$ cat config.mk
export PLATFORM = sky130hd
export DESIGN_NAME = exc_handler
export DESIGN_NICKNAME = d
export VERILOG_FILES = /design/src/rtl/exc_handler.sv
export SDC_FILE = /design/constraint.sdc
export NUM_CORES = 1
export LEC_CHECK = 0
export ABC_CLOCK_PERIOD_IN_PS = 1980
export CORE_AREA = 2 2 143 145
export DETAILED_ROUTE_END_ITERATION = 16
export DIE_AREA = 0 0 145 147
export SLEW_MARGIN = 15
export SYNTH_ARGS = -nofsm -noshare
export SYNTH_HDL_FRONTEND = slang
export SYNTH_SLANG_ARGS = --single-unit
export TNS_END_PERCENT = 100
$ cat constraint.sdc
create_clock -name clk -period 1.98 [get_ports clk]
set_input_delay 0.297 -clock clk [delete_from_list [all_inputs] [get_ports clk]]
set_output_delay 0.297 -clock clk [all_outputs]
set_load 0.02 [all_outputs]
$ cat src/rtl/exc_handler.sv
// Exception/interrupt sequencer: qualifies program errors and external
// interrupts, drains the pipe, saves state, vectors, and handles rfi.
// Ports:
//   clk, rst (async, active-low)
//   progErr/progEsr : program-error request and cause {PIL,PPR,PTR}
//   extIrq          : external interrupt level (gated by MSR[15] EE)
//   MSR             : current machine state
//   excPC / nextPC  : faulting PC / next unexecuted PC
//   drained         : pipeline empty of younger instructions
//   rfi             : return-from-interrupt strobe
//   IVPR/IVOR6/4    : vector prefix and offsets
//   ack             : one-cycle acknowledge for program errors
//   stall / busy    : high in every non-IDLE state
//   pc_wr / pc_new  : PC redirect strobe and target
//   msr_wr/msr_new  : MSR write strobe and value
//   srr0/srr1/esr   : architected save registers
module exc_handler (
  input  logic        clk,
  input  logic        rst,
  input  logic        progErr,
  input  logic [2:0]  progEsr,
  input  logic        extIrq,
  input  logic [31:0] MSR,
  input  logic [31:0] excPC,
  input  logic [31:0] nextPC,
  input  logic        drained,
  input  logic        rfi,
  input  logic [31:0] IVPR,
  input  logic [31:0] IVOR6,
  input  logic [31:0] IVOR4,
  output logic        ack,
  output logic        stall,
  output logic        busy,
  output logic        pc_wr,
  output logic [31:0] pc_new,
  output logic        msr_wr,
  output logic [31:0] msr_new,
  output logic [31:0] srr0,
  output logic [31:0] srr1,
  output logic [31:0] esr
);

  typedef enum logic [2:0] {
    IDLE,
    FLUSH,
    SAVE,
    VECTOR,
    ACK
  } state_t;

  state_t      state;
  state_t      nextState;
  logic        causeProg;
  logic [2:0]  causeEsr;
  logic        ackMask;
  logic        progReq;
  logic        extReq;
  logic        req;
  logic [31:0] ivor;

  // ackMask blocks a still-held progErr right after its own ACK
  assign progReq = progErr & ~ackMask;
  assign extReq  = extIrq & MSR[15];
  assign req     = progReq | extReq;
  assign ivor    = causeProg ? IVOR6 : IVOR4;

  always_ff @(posedge clk or negedge rst) begin
    if (!rst) begin
      state     <= IDLE;
      causeProg <= 1'b0;
      causeEsr  <= 3'b000;
      ackMask   <= 1'b0;
      srr0      <= 32'h0;
      srr1      <= 32'h0;
      esr       <= 32'h0;
    end else begin
      state   <= nextState;
      ackMask <= (state == ACK);
      if (state == IDLE && req) begin
        causeProg <= progReq;
        causeEsr  <= progEsr;
      end
      if (state == SAVE) begin
        srr0 <= causeProg ? excPC : nextPC;
        srr1 <= MSR;
        if (causeProg)
          esr <= {4'b0000, causeEsr, 25'b0};
      end
    end
  end

  always_comb begin
    nextState = state;
    ack       = 1'b0;
    stall     = 1'b1;
    busy      = 1'b1;
    pc_wr     = 1'b0;
    pc_new    = 32'h0;
    msr_wr    = 1'b0;
    msr_new   = 32'h0;
    unique case (state)
      IDLE: begin
        stall = 1'b0;
        busy  = 1'b0;
        if (req) begin
          nextState = FLUSH;
        end else if (rfi) begin
          pc_wr   = 1'b1;
          pc_new  = srr0;
          msr_wr  = 1'b1;
          msr_new = srr1;
        end
      end
      FLUSH: begin
        if (drained)
          nextState = SAVE;
      end
      SAVE: begin
        nextState = VECTOR;
      end
      VECTOR: begin
        pc_wr     = 1'b1;
        pc_new    = {IVPR[31:16], ivor[15:4], 4'b0000};
        msr_wr    = 1'b1;
        msr_new   = MSR & ~32'h0000_C000;
        nextState = ACK;
      end
      ACK: begin
        ack       = causeProg;
        nextState = IDLE;
      end
      default: begin
        nextState = IDLE;
      end
    endcase
  end

endmodule

---- Yosys cells after proc, flatten, opt, wreduce, memory -nomap -nowiden ----
Cells that the tools add are included.
word-level totals
  bits in registers ....................... 75
  input port bits ......................... 201
  logic and storage cells ................. 37
cells by class
  equal/unequal tests ..................... 6
  muxes and demuxes ....................... 16
  bitwise gates (word level) .............. 4
  reductions and logical operators ........ 4
operator list
  cell                number
  $mux 32             5
  $pmux 32 s2         2
  $mux 16             1
  $pmux 3 s4          1
  $eq 3x2->1 const B  2
  $mux 3              2
  $mux 1              4
  $ne 2x2->1 const B  2
  $reduce_and 2->1    2
  $eq 3x1->1 const B  1
  $eq 3x3->1 const B  1
  $logic_not 3->1     1
  $and 1x1->1         2
  $pmux 1 s2          1
  $logic_and 1x1->1   1
  $not 1->1           1
  $or 1x1->1          1

---- Longest topological paths before layout ----
  depth after elaboration ................. 5
  gate-level depth with buffers ........... 7
  gate-level depth less buffers ........... 4

---- Worst setup path before layout ----
OpenSTA, ideal clock, no wires.
  path type ............................... flip-flop to output port
  start ................................... register state[0]
  end ..................................... output pc_wr
  arrival time ............................ 1.464 ns
  data required time ...................... 1.683 ns
  slack ................................... 0.219 ns
  cell stages (with the launch flop) ...... 7
  buffers on the path ..................... 3
  path through ............................ dfrtp_1 > buf_4 > nor3_1 > and4_1 > clkbuf_2 > nand2b_1 > buf_4
on the way
  longest elaborated chain between the ends .. 2
  elaborated cells on any way between the ends .. 3
  classes of those cells .................. eq/ne (1); mux (1); reduce/logical (1)
ends and longest elaborated chain
  item                                           RTL line  RTL
  start, declared                                51        state_t state;
  start signal, assigned                         77        state <= nextState;
  $eq 3x2->1 or $logic_not 3->1 (tied branches)  n/a
  $pmux 1 s2 (*)                                 n/a
  end, declared                                  34        output logic pc_wr,
Mark *: on every way between the ends. The rest lies on a longest branch, timed or not.

---- Worst setup path in the final report ----
  start ................................... register state[2]
  end ..................................... output pc_new[19]
on the way
  longest elaborated chain between the ends .. 2
  elaborated cells on any way between the ends .. 3
  classes of those cells .................. eq/ne (1); mux (1); reduce/logical (1)
ends and longest elaborated chain
  item                                           RTL line  RTL
  $eq 3x2->1 or $logic_not 3->1 (tied branches)  101       unique case (state)
  $pmux 32 s2 (*)                                101
  end, declared                                  35        output logic [31:0] pc_new,
Marks and branches as above.

==> out/metrics.cfg <==
[status]
status=complete, but fails checks
violations=negative setup slack

[logic_synthesis]
netlist_area_mm2=0.004140
synth_seq_cells=75
synth_area_leaders=dfrtp_1, mux2i_1, mux2_2
synth_top_area_share_pct=45.33
synthFlopType=dfrtp_1
synthTopCellsByCount=dfrtp_1, a22o_1, mux2i_1, buf_4, mux2_2
yosysUniqueCellTypes=26
synth-edff-count=0
postSynth.asyncResetShare_pct=100.0
synth_most_common_cell=dfrtp_1
ys_warn_count=0
synth_area_per_cell_um2=11.19
synthCells=370
ys_seq_area_share_pct=45.33
yosys.area.top_type=dfrtp_1

[floorplanning]
die_y_um=147
die-area_mm2=0.02132
core_area_mm2=0.01984
num_rows=52
fp.dieW_um=145
io_pins=366
initial_core_util_pct=20.86

[setup_path]
cp.required_ns=1.68
crit_path_start=state[2]
start_kind=flop
critPathCaptureType=output port
regToRegSetupSlack_ns=0.23
rr_startpoint=state[0]
reg2reg_depth=5
worstPathMaxFanout=7
cp.arrival_ns=1.80
reg2reg_to=srr1[20]
path_class=reg -> out

[global_routing]
grt_pass1_vias=3978
grt_usage_pct=13.80
antenna_found_initial=1
grt_max_degree=46
grt_pass1_wl_um=23000
globalRoute.totalOverflow=0

[placed_design]
dp_hpwl_um=11180
dp_slack_ns=-0.5193
port-buffer-count=280
gp_congestion=0.8030

[power_and_ir_drop]
irDropWorstVdd_mv=0.6021
power.leakage_nw=3.297
power.density_mw_per_mm2=1495

[timing]
final-hold-violation-count=0
fin_crit_sh_pct=106.1
rsz0062_at_grt=yes
maxSlewViolCount=0
period_needed_ns=2.102
fmax_mhz=475.8
finalClockSkew_ns=0.002485
timing.hold.ws_ns=0.4484
fin_ws_ns=-0.1216
setup_viol=66

[route]
ant_nets=0
routed_wl_um=15180
avgViaCountPerCell=4.220
drtPass1Iterations=4
routedWlPerCell_um=16.27
drc_errors=0
via_count=3937
first_iter_violations=108

[final_layout]
multi_input_area_mm2=0.001957
antenna_cells=0
drive_above_1_share_pct=24.13
ff_latch_area_mm2=0.001878
fin_nets=859
num-fill-cells=1955
syn2layout_area_growth_pct=85.71

[clock_tree]
htree_levels=3
clkSlewWorstSetupHoldPaths_ns=0.06
cts_buffers=9
root_buffer=clkbuf_16
clkLatencyLatePin_ns=0.34
clk_path_buf_depth=2
tritoncts=built
cts_num_sinks=75

[min_path]
hp-class=in -> async

[flow_run]
drv_cap=0

==> through the flow <==
step,cell area [µm²],total power (W),setup TNS [ns],utilization [%],instances
after floorplan,4245,0.006482,0,-,398
after global placement,7214,0.009577,-30.55,36.36,908
after detailed placement,7214,0.009631,-30.76,36.36,908
after CTS,7566,0.01146,-8.041,38.13,928
after global routing,7689,0.01217,-11.48,38.75,933
final,7689,0.01150,-5.254,38.75,933
==> routing by layer <==
metal / global-route usage [%] / vias up / share of wire, %
met3: 3.447 / 17 / 6.3
met2: 23.98 / 161 / 52
met1: 16.17 / 1893 / 40
met5: 0 / - / 0.086
met4: 6.089 / 2 / 2.0
li1: - / 1864 / -
==> where the power goes <==
part | switching [W] | leakage (nW) | total [W] | internal [W]
registers | 0.000599 | 0.853 | 0.00289 | 0.00229
clock network | 0.000648 | 0.145 | 0.00165 | 0.00100
logic | 0.00339 | 2.30 | 0.00696 | 0.00357
==> worst max-delay path, stage by stage (launching register included) <==
cell       delay, ns
dfrtp_1         0.39
nor3_2          0.23
and4_4          0.32
buf_12          0.12
clkbuf_16       0.14
a22o_1          0.15
buf_6           0.12
==> placed cells by master (no fill, tap or decap), types with 2 or more instances in the layout <==
cell type          n
dfrtp_1           74
buf_4             34
o2bb2ai_1         12
mux2_2            38
clkinv_2           3
conb_1            29
nand2b_1           2
and2_1             6
nand2_1            4
mux2i_1           44
inv_1              3
a22o_1            46
nor2_1            33
buf_12            10
a21oi_1           34
dlygate4sd2_1      2
buf_6             48
clkdlybuf4s50_1  210
clkbuf_16         10
==> sequential cells by signal (all words and copies together) (netlist names) <==
name       flops
causeEsr       3
causeProg      1
srr0          32
ackMask        1
state          3
esr            3
srr1          32
==> cell type report <==
type | instances | area share (%)
multi-input combinational | 259 | 25.45
clock inverter | 5 | 0.6835
inverter | 4 | 0.2929
timing repair buffer | 309 | 41.59
sequential | 75 | 24.43
tap | 270 | 4.394
clock buffer | 11 | 3.157
==> timing repair <==
item                                    CTS  global route
hold buffers                              1             0
buffers inserted                          1             5
cloned                                    2             1
hold endpoints to repair                 31             0
pin swaps                                 3             6
endpoints found under the setup margin   69            67
gates resized for setup                 339            58
==> worst max path at each step <==
| stage | to | slack [ns] | cells after the start |
|---|---|---|---|
| final | pc_new[19] | -0.12 | 6 |
| after global routing | pc_new[20] | -0.21 | 6 |
| after CTS | pc_new[30] | -0.21 | 7 |
| after detailed placement | msr_new[13] | -0.52 | 6 |
| after global placement | msr_new[13] | -0.51 | 6 |
| after floorplan | pc_wr | 0.22 | 6 |
==> logic make-up (layout without fill, tap and decap cells) <==
| family | Yosys count | in the layout | synth area share, % |
|---|---|---|---|
| other | 1 | 29 | 0.09057 |
| buffers and inverters | 64 | 329 | 10.55 |
| DFF | 75 | 75 | 45.33 |
| AOI/OAI and AO/OA | 95 | 95 | 16.95 |
| muxes | 82 | 82 | 20.97 |
| and+or+nand+nor | 53 | 53 | 6.105 |
Power figures use the tool's default switching activity.
